`src/rtl/cover_pkg.sv`:
```
// cover_pkg: shared constants and the count-width helper for toggle coverage.
package cover_pkg;
  localparam int TOGGLE_WIDTH = 25;
  localparam int COVER_TOTAL  = TOGGLE_WIDTH;
  function automatic int cnt_width(input int w);
    return $clog2(w + 1);
  endfunction
endpackage

```
`src/rtl/toggle_cover_detect_if.sv`:
```
// toggle_cover_detect_if: monitored signal in, per-bit toggle pulses and coverage status out.
interface toggle_cover_detect_if
  import cover_pkg::*;
#(parameter int WIDTH = TOGGLE_WIDTH);
  logic [WIDTH-1:0]            sig;
  logic                        en;
  logic                        clear;
  logic [WIDTH-1:0]            valid;
  logic [cnt_width(WIDTH)-1:0] covered_cnt;
  logic                        all_covered;
  modport master (output sig, en, clear, input valid, covered_cnt, all_covered);
  modport slave  (input sig, en, clear, output valid, covered_cnt, all_covered);
endinterface

```
`src/rtl/cover_popcount.sv`:
```
// cover_popcount: combinational population count of a WIDTH-bit vector.
module cover_popcount
  import cover_pkg::*;
#(parameter int WIDTH = TOGGLE_WIDTH)(
  input  logic [WIDTH-1:0]            bits,
  output logic [cnt_width(WIDTH)-1:0] count
);
  localparam int CW = cnt_width(WIDTH);
  always_comb begin
    count = '0;
    for (int i = 0; i < WIDTH; i++) count = count + CW'(bits[i]);
  end
endmodule

```
`src/rtl/toggle_cover_detect.sv`:
```
// toggle_cover_detect: per-bit toggle detector with covered mask and count.
// Define TOGGLE_COVER_STICKY_EN to report each bit at most once between clears.
module toggle_cover_detect
  import cover_pkg::*;
#(parameter int WIDTH = COVER_TOTAL)(
  input logic             clock,
  input logic             reset,
  toggle_cover_detect_if.slave bus
);
  localparam int CW = cnt_width(WIDTH);
  logic [WIDTH-1:0] prev, mask, toggle, mask_base, mask_next, valid_next;
  logic [CW-1:0]    cnt_next;
  logic             primed;
  always_comb begin
    toggle    = (bus.en && primed) ? bus.sig ^ prev : '0;
    mask_base = bus.clear ? '0 : mask;
    mask_next = mask_base | toggle;
`ifdef TOGGLE_COVER_STICKY_EN
    valid_next = toggle & ~mask_base;
`else
    valid_next = toggle;
`endif
  end
  cover_popcount #(.WIDTH(WIDTH)) u_popcount (.bits(mask_next), .count(cnt_next));
  always_ff @(posedge clock or negedge reset)
    if (!reset) begin
      bus.valid       <= '0;
      bus.covered_cnt <= '0;
      bus.all_covered <= 1'b0;
      prev            <= '0;
      mask            <= '0;
      primed          <= 1'b0;
    end else begin
      bus.valid       <= valid_next;
      bus.covered_cnt <= cnt_next;
      bus.all_covered <= cnt_next == CW'(WIDTH);
      mask            <= mask_next;
      if (bus.en) begin
        prev   <= bus.sig;
        primed <= 1'b1;
      end
    end
endmodule
```
`src/flat_wrapper.sv`:
```
// flat-port wrapper written by rule: the top's interface ports become plain ports
module toggle_cover_detect_flat import cover_pkg::*;
#(parameter int WIDTH = COVER_TOTAL)
  (clock, reset, bus_sig, bus_en, bus_clear, bus_valid, bus_covered_cnt, bus_all_covered);
  toggle_cover_detect_if #(.WIDTH(WIDTH)) bus_i ();
  input logic clock;
  input logic reset;
  input wire logic [$bits(bus_i.sig)-1:0] bus_sig;
  input wire logic [$bits(bus_i.en)-1:0] bus_en;
  input wire logic [$bits(bus_i.clear)-1:0] bus_clear;
  output wire logic [$bits(bus_i.valid)-1:0] bus_valid;
  output wire logic [$bits(bus_i.covered_cnt)-1:0] bus_covered_cnt;
  output wire logic [$bits(bus_i.all_covered)-1:0] bus_all_covered;
  assign bus_i.sig = bus_sig;
  assign bus_i.en = bus_en;
  assign bus_i.clear = bus_clear;
  assign bus_valid = bus_i.valid;
  assign bus_covered_cnt = bus_i.covered_cnt;
  assign bus_all_covered = bus_i.all_covered;
  toggle_cover_detect #(.WIDTH(WIDTH)) u_core (.clock(clock), .reset(reset), .bus(bus_i));
endmodule
```
`config.mk`:
```
export PLATFORM = sky130hd
export DESIGN_NAME = toggle_cover_detect_flat
export DESIGN_NICKNAME = d
export VERILOG_FILES = /design/src/rtl/cover_pkg.sv /design/src/rtl/toggle_cover_detect_if.sv /design/src/rtl/cover_popcount.sv /design/src/rtl/toggle_cover_detect.sv /design/src/flat_wrapper.sv
export SDC_FILE = /design/constraint.sdc
export NUM_CORES = 1
export LEC_CHECK = 0
export ABC_AREA = 0
export CAP_MARGIN = 40
export CORE_MARGIN = 3
export CORE_UTILIZATION = 42
export DETAILED_ROUTE_END_ITERATION = 8
export PLACE_DENSITY = 0.78
export SYNTH_ARGS = -nofsm -noshare
export SYNTH_HDL_FRONTEND = slang
export SYNTH_SLANG_ARGS = --single-unit
export TNS_END_PERCENT = 30
```
`constraint.sdc`:
```
create_clock -name clock -period 4.4 [get_ports clock]
set_input_delay 0.88 -clock clock [delete_from_list [all_inputs] [get_ports clock]]
set_output_delay 0.88 -clock clock [all_outputs]
set_load 0.005 [all_outputs]
```
==> impl_metrics.py, run 1 <==
metrics = {
    "run_status": {
        "status": "complete, but fails checks",
        "violations": "setup timing",
    },
    "final_layout": {
        "share_of_final_layout_standard_cells_stronger_than_drive_strength_1_pct": 40.9,
        "layout.cell_area.non_filler_um2": 5330,
        "final-seq-area_um2": 2050,
        "num-nets-final": 433,
        "fill_cells": 624,
        "antenna_cells": 0,
        "area_growth_syn_to_layout_pct": 41.0,
        "fin_cells": 491,
        "multi_input_comb_area_um2": 1720,
    },
    "grt": {
        "grt_start_max_net_pins": 43,
        "global_routing_usage_summed_across_all_routing_layers_pct": 17.2,
        "globalRoute.totalOverflow": 0,
        "first_global_vias": 2612,
        "number_of_antenna_violations_at_the_first_check_in_global_routing": 0,
        "grt_pass1_wl_um": 13200,
    },
    "sta": {
        "timing.final.crit_share_pct": 113,
        "final-setup-viol-count": 5,
        "maxSlewHeadroom_pct": 63.2,
        "finalMaxSlewViolations": 0,
        "postLayoutSetupSlackWorst_ns": -0.589,
        "fin_setup_tns_ns": -1.97,
        "max_freq_mhz": 200,
        "layout_min_cycle_time_ns": 4.99,
        "grt_setup_unrepaired": "yes",
        "hold_viol_final": 0,
        "fin_skew_ns": 0.00993,
        "max_slew.worst_pin.slew_ns": 0.552,
    },
    "hold_path": {
        "holdPathEnd": "u_core.mask[8]",
        "number_of_cells_on_the_worst_hold_path": 1,
        "min-delay-path-class": "reg -> reg",
        "source_of_the_worst_hold_timing_path": "u_core.mask[8]",
    },
    "routing": {
        "routed_via_density": 4.78,
        "detail-route-antenna-nets": 0,
        "wl_per_cell_um": 16.5,
        "drt_iter0_drc": 88,
        "drt-total-wl_um": 8090,
        "drc": 0,
        "dr.pass1.iters": 4,
        "routed-via-count": 2349,
    },
    "worst_setup_path": {
        "critical_path.max_fanout": 2,
        "critical_path.n_buffers_inverters": 5,
        "timing.critical_path.cells": "buf_6 > xnor2_2 > nor2_4 > a21o_1 > fa_1 > inv_1 > fa_1 > fa_1 > inv_1 > fa_1 > inv_2 > fa_1 > fa_2 > inv_2 > fa_2 > a21o_1 > a21o_1 > and4b_1",
        "critPathMostFrequentCell": "sky130_fd_sc_hd__fa_1",
        "worst_ep_required_time_ns": 4.65,
        "critical_path.top_delay_family": "adder cells",
        "r2r-start": "u_core.primed",
        "critical_path_s_slowest_cell": "sky130_fd_sc_hd__fa_1",
        "timing.critical_path.slowest_cell_delay_ns": 0.56,
        "critPathCaptureType": "register",
        "worstPathArrival_ns": 5.24,
        "nature_of_the_critical_path_startpoint": "input port",
        "timing.rr.end": "u_core.bus.all_covered",
        "reg2regPathDepth": 18,
        "rrSetupSlack_ns": -0.44,
        "crit_type": "in -> reg",
        "crit_start": "bus_sig[1]",
    },
    "synthesis": {
        "syn_nets": 320,
        "syn_area_per_cell_um2": 14.1,
        "synthesis.instances": 268,
        "yosysWarnings": 0,
        "netlist_area_um2": 3780,
        "synthDistinctLibCells": 24,
        "ys_seq_elements": 82,
        "synth_sequential_area_ratio_pct": 54.3,
    },
    "clock_network": {
        "path_clk_slew_ns": 0.09,
        "cts_buffer_depth": 2,
        "tritoncts": "done",
        "cts_hold_repair_buffers": 0,
        "clock-sinks": 82,
        "cts_max_level": 3,
        "cts_buffers": 9,
        "cts_root_buf": "sky130_fd_sc_hd__clkbuf_8",
        "clock_network_latency_to_the_later_pin_of_the_worst_skew_pair_ns": 0.35,
    },
    "floorplan": {
        "die_width_um": 101,
        "core-area_um2": 8460,
        "die_height_um": 101,
        "initial_core_utilization_pct": 44.7,
        "pin_count": 60,
        "die_area_um2": 10200,
        "std_cell_rows": 33,
    },
    "pwr": {
        "power_report.internal_total_uw": 2360,
        "comb_power_share_pct": 56.5,
        "design_power_total_uw": 3720,
        "switching_power_uw": 1360,
        "switching_share_of_power_pct": 36.5,
        "seq_power_share_pct": 25.4,
        "clock_power_share_pct": 18.1,
        "power.leakage_uw": 0.00255,
        "peak_supply_drop_mv": 0.556,
        "cellPowerDensity_nw_per_um2": 698,
    },
    "run": {
        "maximum_capacitance_violations": 0,
    },
    "placed_design": {
        "detailedPlacementHpwl_um": 5190,
        "place.gp.congestion": 0.809,
        "placement.io_buffers": 59,
        "post-place-cells": 455,
        "detailed_place.area_um2": 4710,
    },
}
[repair_timing]
action,CTS,global route
setup buffers,9,9
cloned,2,0
gates resized for setup,70,24
pin swaps,32,31
endpoints found under the setup margin,6,6
[through the flow]
stage / setup slack, ns / hold slack [ns] / util [%]
after CTS: -0.697 / 0.490 / 61.5
after global placement: -1.36 / 0.462 / 55.4
after floorplan: -0.829 / 0.453 / -
after global routing: -0.700 / 0.512 / 63.0
after detailed placement: -1.47 / 0.470 / 55.6
final: -0.589 / 0.488 / 63.0
[area by class of cell]
type	count	area share (%)
flip-flops and latches	82	38.5
well taps	105	2.46
inverters	24	1.83
clock buffers	10	2.58
clock inverters	6	2.14
multi-input cells	153	32.2
repair buffers	111	20.3
[layer usage]
layer  track usage (%)  wire length, µm  share of wire, %  vias to the layer above
li1                  -                -                 -                     1094
met1              22.6             3470                43                     1197
met2              28.1             4150                51                       48
met3              4.50              369               4.6                       10
met4              4.87               97               1.2                        0
met5                 0                0                 0                        -
[cell families (layout without fill, tap and decap cells)]
group	count (synthesis)	after routing	synth area share, %
AO/OA/AOI/OAI	47	47	8.08
flip-flops	82	82	54.3
XOR/XNOR	26	26	6.02
AND/OR/NAND/NOR	32	32	8.34
buffers and inverters	33	151	4.63
multiplexers	25	25	7.45
adder cells (fa/ha/maj)	23	23	11.2
[registers in the layout (all words and copies together) (netlist names)]
name                    cells
u_core.bus.valid           25
u_core.bus.covered_cnt      5
u_core.primed               1
u_core.mask                25
u_core.prev                25
u_core.bus.all_covered      1
[power groups by stage]
stage | logic, µW | registers (µW) | clock network [µW]
5_1_grt | 2380 | 958 | 727
2_1_floorplan | 1160 | 945 | 0
3_5_place_dp | 1810 | 952 | 0
6_report | 2100 | 945 | 674
3_3_place_gp | 1740 | 948 | 0
4_1_cts | 1960 | 943 | 688
[worst max path at each step]
stage                                  end  slack (ns)  depth (start not counted)
floorplan           u_core.bus.all_covered       -0.83                         18
global placement    u_core.bus.all_covered       -1.36                         17
detailed placement  u_core.bus.all_covered       -1.47                         17
CTS                 u_core.bus.all_covered       -0.70                         18
global route        u_core.bus.all_covered       -0.70                         17
finish              u_core.bus.all_covered       -0.59                         18
[cell usage after synthesis, drive strengths merged]
library cell / count / area (µm²)
xnor2: 25 / 219
dfrtp: 82 / 2050
mux2: 25 / 282
nor3: 1 / 5.00
a21boi: 1 / 7.51
inv: 23 / 86.3
nand2: 1 / 20.0
xor2: 1 / 8.76
buf: 5 / 70.1
a21o: 27 / 203
a21oi: 19 / 95.1
nor2: 25 / 253
nand3b: 2 / 15.0
fa: 18 / 360
clkinv: 1 / 3.75
nor2b: 1 / 6.26
and4b: 1 / 10.0
clkbuf: 4 / 15.0
or2: 1 / 6.26
ha: 5 / 62.6
[cells in the final DEF (no fill, tap or decap), types with 3 or more instances in the layout]
cell type,n
sky130_fd_sc_hd__nor2_1,4
sky130_fd_sc_hd__nor2_4,19
sky130_fd_sc_hd__dfrtp_1,82
sky130_fd_sc_hd__bufinv_16,3
sky130_fd_sc_hd__fa_1,16
sky130_fd_sc_hd__clkdlybuf4s50_1,44
sky130_fd_sc_hd__xnor2_1,13
sky130_fd_sc_hd__a21oi_2,5
sky130_fd_sc_hd__buf_12,5
sky130_fd_sc_hd__buf_2,4
sky130_fd_sc_hd__clkbuf_8,10
sky130_fd_sc_hd__buf_6,7
sky130_fd_sc_hd__ha_1,5
sky130_fd_sc_hd__inv_2,4
sky130_fd_sc_hd__xnor2_2,10
sky130_fd_sc_hd__a21oi_1,13
sky130_fd_sc_hd__clkbuf_2,4
sky130_fd_sc_hd__mux2_2,25
sky130_fd_sc_hd__a21o_1,27
sky130_fd_sc_hd__buf_4,42
sky130_fd_sc_hd__inv_1,19
No activity file was read; power rests on OpenSTA's default activity.
==> run 2: changes to the inputs <==
==> constraint.sdc (replaced) <==
create_clock -name clock -period 4.3 [get_ports clock]
set_input_delay 0.86 -clock clock [delete_from_list [all_inputs] [get_ports clock]]
set_output_delay 0.86 -clock clock [all_outputs]
set_load 0.005 [all_outputs]
==> impl_metrics.py, run 2 (synthesized netlist as in run 1, its figures left out) <==
metrics = {
    "worst_setup_path": {
        "rrSetupSlack_ns": -0.52,
        "crit_type": "in -> reg",
        "critical_path.max_fanout": 6,
        "timing.rr.end": "u_core.bus.all_covered",
        "nature_of_the_critical_path_startpoint": "input port",
        "worst_ep_required_time_ns": 4.59,
        "critPathCaptureType": "register",
        "timing.critical_path.cells": "buf_2 > clkinv_4 > buf_12 > a21o_1 > fa_1 > inv_2 > fa_1 > fa_1 > inv_1 > fa_1 > inv_2 > fa_1 > fa_2 > inv_2 > fa_2 > nor3_2 > and4b_1",
        "worstPathArrival_ns": 5.23,
        "timing.critical_path.slowest_cell_delay_ns": 0.56,
        "r2r-start": "u_core.primed",
        "critical_path_s_slowest_cell": "sky130_fd_sc_hd__fa_1",
        "reg2regPathDepth": 17,
        "critPathMostFrequentCell": "sky130_fd_sc_hd__fa_1",
    },
    "clock_network": {
        "clock_network_latency_to_the_later_pin_of_the_worst_skew_pair_ns": 0.35,
        "cts_max_level": 3,
        "cts_hold_repair_buffers": 0,
        "cts_buffers": 9,
        "cts_buffer_depth": 2,
        "cts_root_buf": "sky130_fd_sc_hd__clkbuf_8",
        "path_clk_slew_ns": 0.08,
        "tritoncts": "done",
        "clock-sinks": 82,
    },
    "floorplan": {
        "die_height_um": 101,
        "core-area_um2": 8460,
        "std_cell_rows": 33,
        "initial_core_utilization_pct": 44.7,
        "die_width_um": 101,
        "die_area_um2": 10200,
        "pin_count": 60,
    },
    "sta": {
        "fin_setup_tns_ns": -2.28,
        "grt_setup_unrepaired": "yes",
        "timing.final.crit_share_pct": 115,
        "maxSlewHeadroom_pct": 63.4,
        "hold_viol_final": 0,
        "fin_skew_ns": 0.00664,
        "final-setup-viol-count": 6,
        "max_freq_mhz": 202,
        "layout_min_cycle_time_ns": 4.94,
        "finalMaxSlewViolations": 0,
        "postLayoutSetupSlackWorst_ns": -0.639,
        "max_slew.worst_pin.slew_ns": 0.549,
        "final.hold.worst_slack_ns": 0.480,
    },
    "final_layout": {
        "antenna_cells": 0,
        "final_common_cell": "sky130_fd_sc_hd__dfrtp_1",
        "num-nets-final": 428,
        "share_of_final_layout_standard_cells_stronger_than_drive_strength_1_pct": 39.9,
        "area_growth_syn_to_layout_pct": 40.0,
        "reg_top3": "u_core.bus.valid x25, u_core.mask x25, u_core.prev x25",
        "layout.cells.most_common_list": "82 x sky130_fd_sc_hd__dfrtp_1, 44 x sky130_fd_sc_hd__clkdlybuf4s50_1, 41 x sky130_fd_sc_hd__buf_4",
        "fill_cells": 638,
    },
    "run_status": {
        "violations": "setup timing",
        "status": "complete, but fails checks",
    },
    "routing": {
        "drt_iter0_drc": 54,
        "drc": 0,
        "drt-total-wl_um": 7570,
        "routed_via_density": 4.75,
        "wl_per_cell_um": 15.6,
        "routed-via-count": 2310,
        "detail-route-antenna-nets": 0,
        "dr.pass1.iters": 4,
    },
    "pwr": {
        "peak_supply_drop_mv": 0.737,
        "cellPowerDensity_nw_per_um2": 707,
        "power_report.internal_total_uw": 2380,
        "switching_power_uw": 1360,
        "comb_power_share_pct": 56.7,
        "power.leakage_uw": 0.00251,
        "seq_power_share_pct": 25.9,
        "clock_power_share_pct": 17.4,
        "switching_share_of_power_pct": 36.4,
    },
    "grt": {
        "first_global_vias": 2594,
        "global_routing_usage_summed_across_all_routing_layers_pct": 16.6,
        "globalRoute.totalOverflow": 0,
        "grt_pass1_wl_um": 12800,
        "grt_start_max_net_pins": 43,
        "number_of_antenna_violations_at_the_first_check_in_global_routing": 0,
    },
    "placed_design": {
        "place.gp.congestion": 0.809,
        "preCtsSetupSlack_ns": -1.56,
        "placement.io_buffers": 59,
        "detailedPlacementHpwl_um": 5190,
    },
    "run": {
        "maximum_capacitance_violations": 0,
    },
    "hold_path": {
        "min-delay-path-class": "in -> async",
    },
}
[run 2: changes by cell type in the layout (fill, tap and decap cells not counted), moves of 2 or more]
cell / before / now
sky130_fd_sc_hd__buf_6: 7 / 3
sky130_fd_sc_hd__clkbuf_2: 4 / 2
sky130_fd_sc_hd__clkbuf_8: 10 / 12
sky130_fd_sc_hd__clkdlybuf4s15_1: 1 / 3
sky130_fd_sc_hd__xnor2_2: 10 / 8
sky130_fd_sc_hd__xnor2_4: 2 / 4
[run 2: worst max-delay path by stage]
stage | slack (ns) | start | endpoint | cells past startpoint
3_3_place_gp | -1.44 | bus_sig[7] | u_core.bus.all_covered | 17
4_1_cts | -0.78 | bus_sig[3] | u_core.bus.all_covered | 18
6_report | -0.64 | bus_clear | u_core.bus.all_covered | 17
3_5_place_dp | -1.56 | bus_sig[7] | u_core.bus.all_covered | 17
5_1_grt | -0.75 | bus_en | u_core.bus.all_covered | 18
2_1_floorplan | -0.91 | bus_en | u_core.bus.all_covered | 18
[run 2: worst max-delay path, delay by kind of cell]
family	cells	cell delay, ns
compound gates	1	0.21
simple gates	2	0.39
fa+ha+maj	7	3.24
buf+inv	7	0.52
[run 2: layout make-up]
class | count | area, µm² | share of cell area [%]
Tap cell | 105 | 131 | 2.48
Timing Repair Buffer | 106 | 1030 | 19.5
Clock inverter | 4 | 72.6 | 1.37
Multi-Input combinational cell | 153 | 1740 | 32.9
Inverter | 24 | 95.1 | 1.80
Sequential cell | 82 | 2050 | 38.8
Clock buffer | 12 | 165 | 3.12
[run 2: metrics by stage]
stage	instance area [µm²]	utilization (%)	std cells	power [µW]
2_1_floorplan	3790	-	268	2160
3_5_place_dp	4710	55.6	455	2840
5_1_grt	5290	62.5	486	4110
4_1_cts	5160	61.0	476	3640
6_report	5290	62.5	486	3740
3_3_place_gp	4690	55.4	454	2750
[run 2: power groups by stage]
stage               sequential (µW)  clock (µW)  combinational (µW)
finish                          967         651                2120
global route                    979         701                2430
CTS                             966         662                2020
detailed placement              974           0                1860
global placement                970           0                1780
floorplan                       967           0                1190
[run 2: what timing repair did]
action	in CTS	in global routing
setup endpoints to repair	6	6
pin swaps	31	30
resized for setup	73	19
hold endpoints to repair	0	0
cloned	2	0
setup buffers	3	10
[run 2: layer usage]
layer | up-vias | GRT usage (%) | part of all wire (%)
li1 | 1086 | - | -
met1 | 1166 | 22.3 | 44
met2 | 44 | 26.0 | 50
met3 | 14 | 3.88 | 4.1
met4 | 0 | 6.74 | 2.2
met5 | - | 0 | 0
==> run 3: changes to the inputs <==
--- a/config.mk
+++ b/config.mk
@@ -10,6 +10,7 @@
 export CORE_MARGIN = 3
 export CORE_UTILIZATION = 42
 export DETAILED_ROUTE_END_ITERATION = 8
+export MAX_ROUTING_LAYER = met4
 export PLACE_DENSITY = 0.78
 export SYNTH_ARGS = -nofsm -noshare
 export SYNTH_HDL_FRONTEND = slang
==> impl_metrics.py, run 3 (synthesized netlist as in run 1, its figures left out) <==
metrics = {
    "sta": {
        "max_freq_mhz": 202,
        "max_slew.worst_pin.slew_ns": 0.547,
        "postLayoutSetupSlackWorst_ns": -0.641,
        "layout_min_cycle_time_ns": 4.94,
        "timing.final.crit_share_pct": 115,
        "finalMaxSlewViolations": 0,
        "hold_viol_final": 0,
        "fin_skew_ns": 0.00828,
        "grt_setup_unrepaired": "yes",
        "final-setup-viol-count": 6,
        "maxSlewHeadroom_pct": 63.5,
    },
    "clock_network": {
        "cts_hold_repair_buffers": 0,
        "cts_max_level": 3,
        "cts_root_buf": "sky130_fd_sc_hd__clkbuf_8",
        "cts_buffers": 9,
        "cts_buffer_depth": 2,
        "clock_network_latency_to_the_later_pin_of_the_worst_skew_pair_ns": 0.35,
        "clock-sinks": 82,
        "path_clk_slew_ns": 0.08,
        "tritoncts": "done",
    },
    "grt": {
        "global_routing_usage_summed_across_all_routing_layers_pct": 17.1,
        "first_global_vias": 2588,
        "grt_pass1_wl_um": 12900,
        "globalRoute.totalOverflow": 0,
        "grt_start_max_net_pins": 43,
        "number_of_antenna_violations_at_the_first_check_in_global_routing": 0,
    },
    "final_layout": {
        "layout.cell_area.non_filler_um2": 5290,
        "num-nets-final": 428,
        "share_of_final_layout_standard_cells_stronger_than_drive_strength_1_pct": 39.9,
        "final_core_utilization_pct": 62.5,
        "reg_top3": "u_core.bus.valid x25, u_core.mask x25, u_core.prev x25",
        "final_common_cell": "sky130_fd_sc_hd__dfrtp_1",
        "fin_cells": 486,
        "area_growth_syn_to_layout_pct": 40.0,
        "layout.cells.most_common_list": "82 x sky130_fd_sc_hd__dfrtp_1, 44 x sky130_fd_sc_hd__clkdlybuf4s50_1, 41 x sky130_fd_sc_hd__buf_4",
        "antenna_cells": 0,
    },
    "run_status": {
        "status": "complete, but fails checks",
        "violations": "setup timing",
    },
    "worst_setup_path": {
        "worstPathArrival_ns": 5.23,
        "r2r-start": "u_core.primed",
        "worst_ep_required_time_ns": 4.59,
        "reg2regPathDepth": 17,
        "critical_path.max_fanout": 6,
        "crit_type": "in -> reg",
        "crit_start": "bus_clear",
        "timing.rr.end": "u_core.bus.all_covered",
        "rrSetupSlack_ns": -0.52,
        "nature_of_the_critical_path_startpoint": "input port",
        "critPathCaptureType": "register",
    },
    "routing": {
        "drt_iter0_drc": 67,
        "wl_per_cell_um": 15.6,
        "dr.pass1.iters": 4,
        "drc": 0,
        "routed_via_density": 4.74,
        "detail-route-antenna-nets": 0,
        "routed-via-count": 2302,
        "drt-total-wl_um": 7570,
    },
    "placed_design": {
        "post-place-cells": 455,
        "detailedPlacementHpwl_um": 5190,
        "detailed_place.area_um2": 4710,
        "placement.io_buffers": 59,
        "place.gp.congestion": 0.821,
    },
    "hold_path": {
        "min-delay-path-class": "reg -> reg",
        "source_of_the_worst_hold_timing_path": "u_core.mask[22]",
        "number_of_cells_on_the_worst_hold_path": 1,
        "holdPathEnd": "u_core.mask[22]",
    },
    "pwr": {
        "cellPowerDensity_nw_per_um2": 707,
        "power.leakage_uw": 0.00251,
        "design_power_total_uw": 3740,
        "peak_supply_drop_mv": 0.736,
    },
    "run": {
        "maximum_capacitance_violations": 0,
    },
    "floorplan": {
        "initial_core_utilization_pct": 44.7,
        "std_cell_rows": 33,
        "pin_count": 60,
        "die_width_um": 101,
        "die_height_um": 101,
        "core-area_um2": 8460,
        "die_area_um2": 10200,
    },
}
run 3: power by group:
group / internal (µW) / switching (µW) / total, µW
registers: 909 / 58.4 / 967
logic: 1090 / 1030 / 2120
clock network: 374 / 278 / 651
run 3: worst max-delay path, cell delays in order:
cell	delay (ns)
sky130_fd_sc_hd__buf_2	0.10
sky130_fd_sc_hd__clkinv_4	0.08
sky130_fd_sc_hd__buf_12	0.14
sky130_fd_sc_hd__a21o_1	0.21
sky130_fd_sc_hd__fa_1	0.56
sky130_fd_sc_hd__inv_2	0.04
sky130_fd_sc_hd__fa_1	0.44
sky130_fd_sc_hd__fa_1	0.48
sky130_fd_sc_hd__inv_1	0.05
sky130_fd_sc_hd__fa_1	0.49
sky130_fd_sc_hd__inv_2	0.04
sky130_fd_sc_hd__fa_1	0.46
sky130_fd_sc_hd__fa_2	0.36
sky130_fd_sc_hd__inv_2	0.07
sky130_fd_sc_hd__fa_2	0.45
sky130_fd_sc_hd__nor3_2	0.18
sky130_fd_sc_hd__and4b_1	0.21
run 3: how the worst max path moves through the flow:
stage | to | slack, ns
after global routing | u_core.bus.all_covered | -0.75
after floorplan | u_core.bus.all_covered | -0.91
final | u_core.bus.all_covered | -0.64
after global placement | u_core.bus.all_covered | -1.44
after detailed placement | u_core.bus.all_covered | -1.56
after CTS | u_core.bus.all_covered | -0.78
run 3: layout make-up:
| type | instances | area, µm² |
|---|---|---|
| Inverter | 24 | 95.1 |
| Clock inverter | 4 | 72.6 |
| Clock buffer | 12 | 165 |
| Timing Repair Buffer | 106 | 1030 |
| Fill cell | 638 | 3170 |
| Multi-Input combinational cell | 153 | 1740 |
| Tap cell | 105 | 131 |
| Sequential cell | 82 | 2050 |
run 3: repair_timing:
item                                    CTS  global route
cloned                                    2             0
gates resized for setup                  73            19
setup buffers                             3            10
endpoints found under the setup margin    6             6
pin swaps                                31            30
run 3: per-layer routing:
layer	routed length, µm	GRT usage (%)
met1	3330	22.3
met2	3790	26.1
met3	303	3.74
met4	149	6.74
met5	0	-
run 3: through the flow:
stage	TNS, ns	setup slack, ns	hold slack (ns)
5_1_grt	-2.92	-0.754	0.501
2_1_floorplan	-3.68	-0.909	0.453
3_5_place_dp	-7.48	-1.56	0.469
3_3_place_gp	-7.07	-1.44	0.462
6_report	-2.29	-0.641	0.485
4_1_cts	-3.08	-0.785	0.487
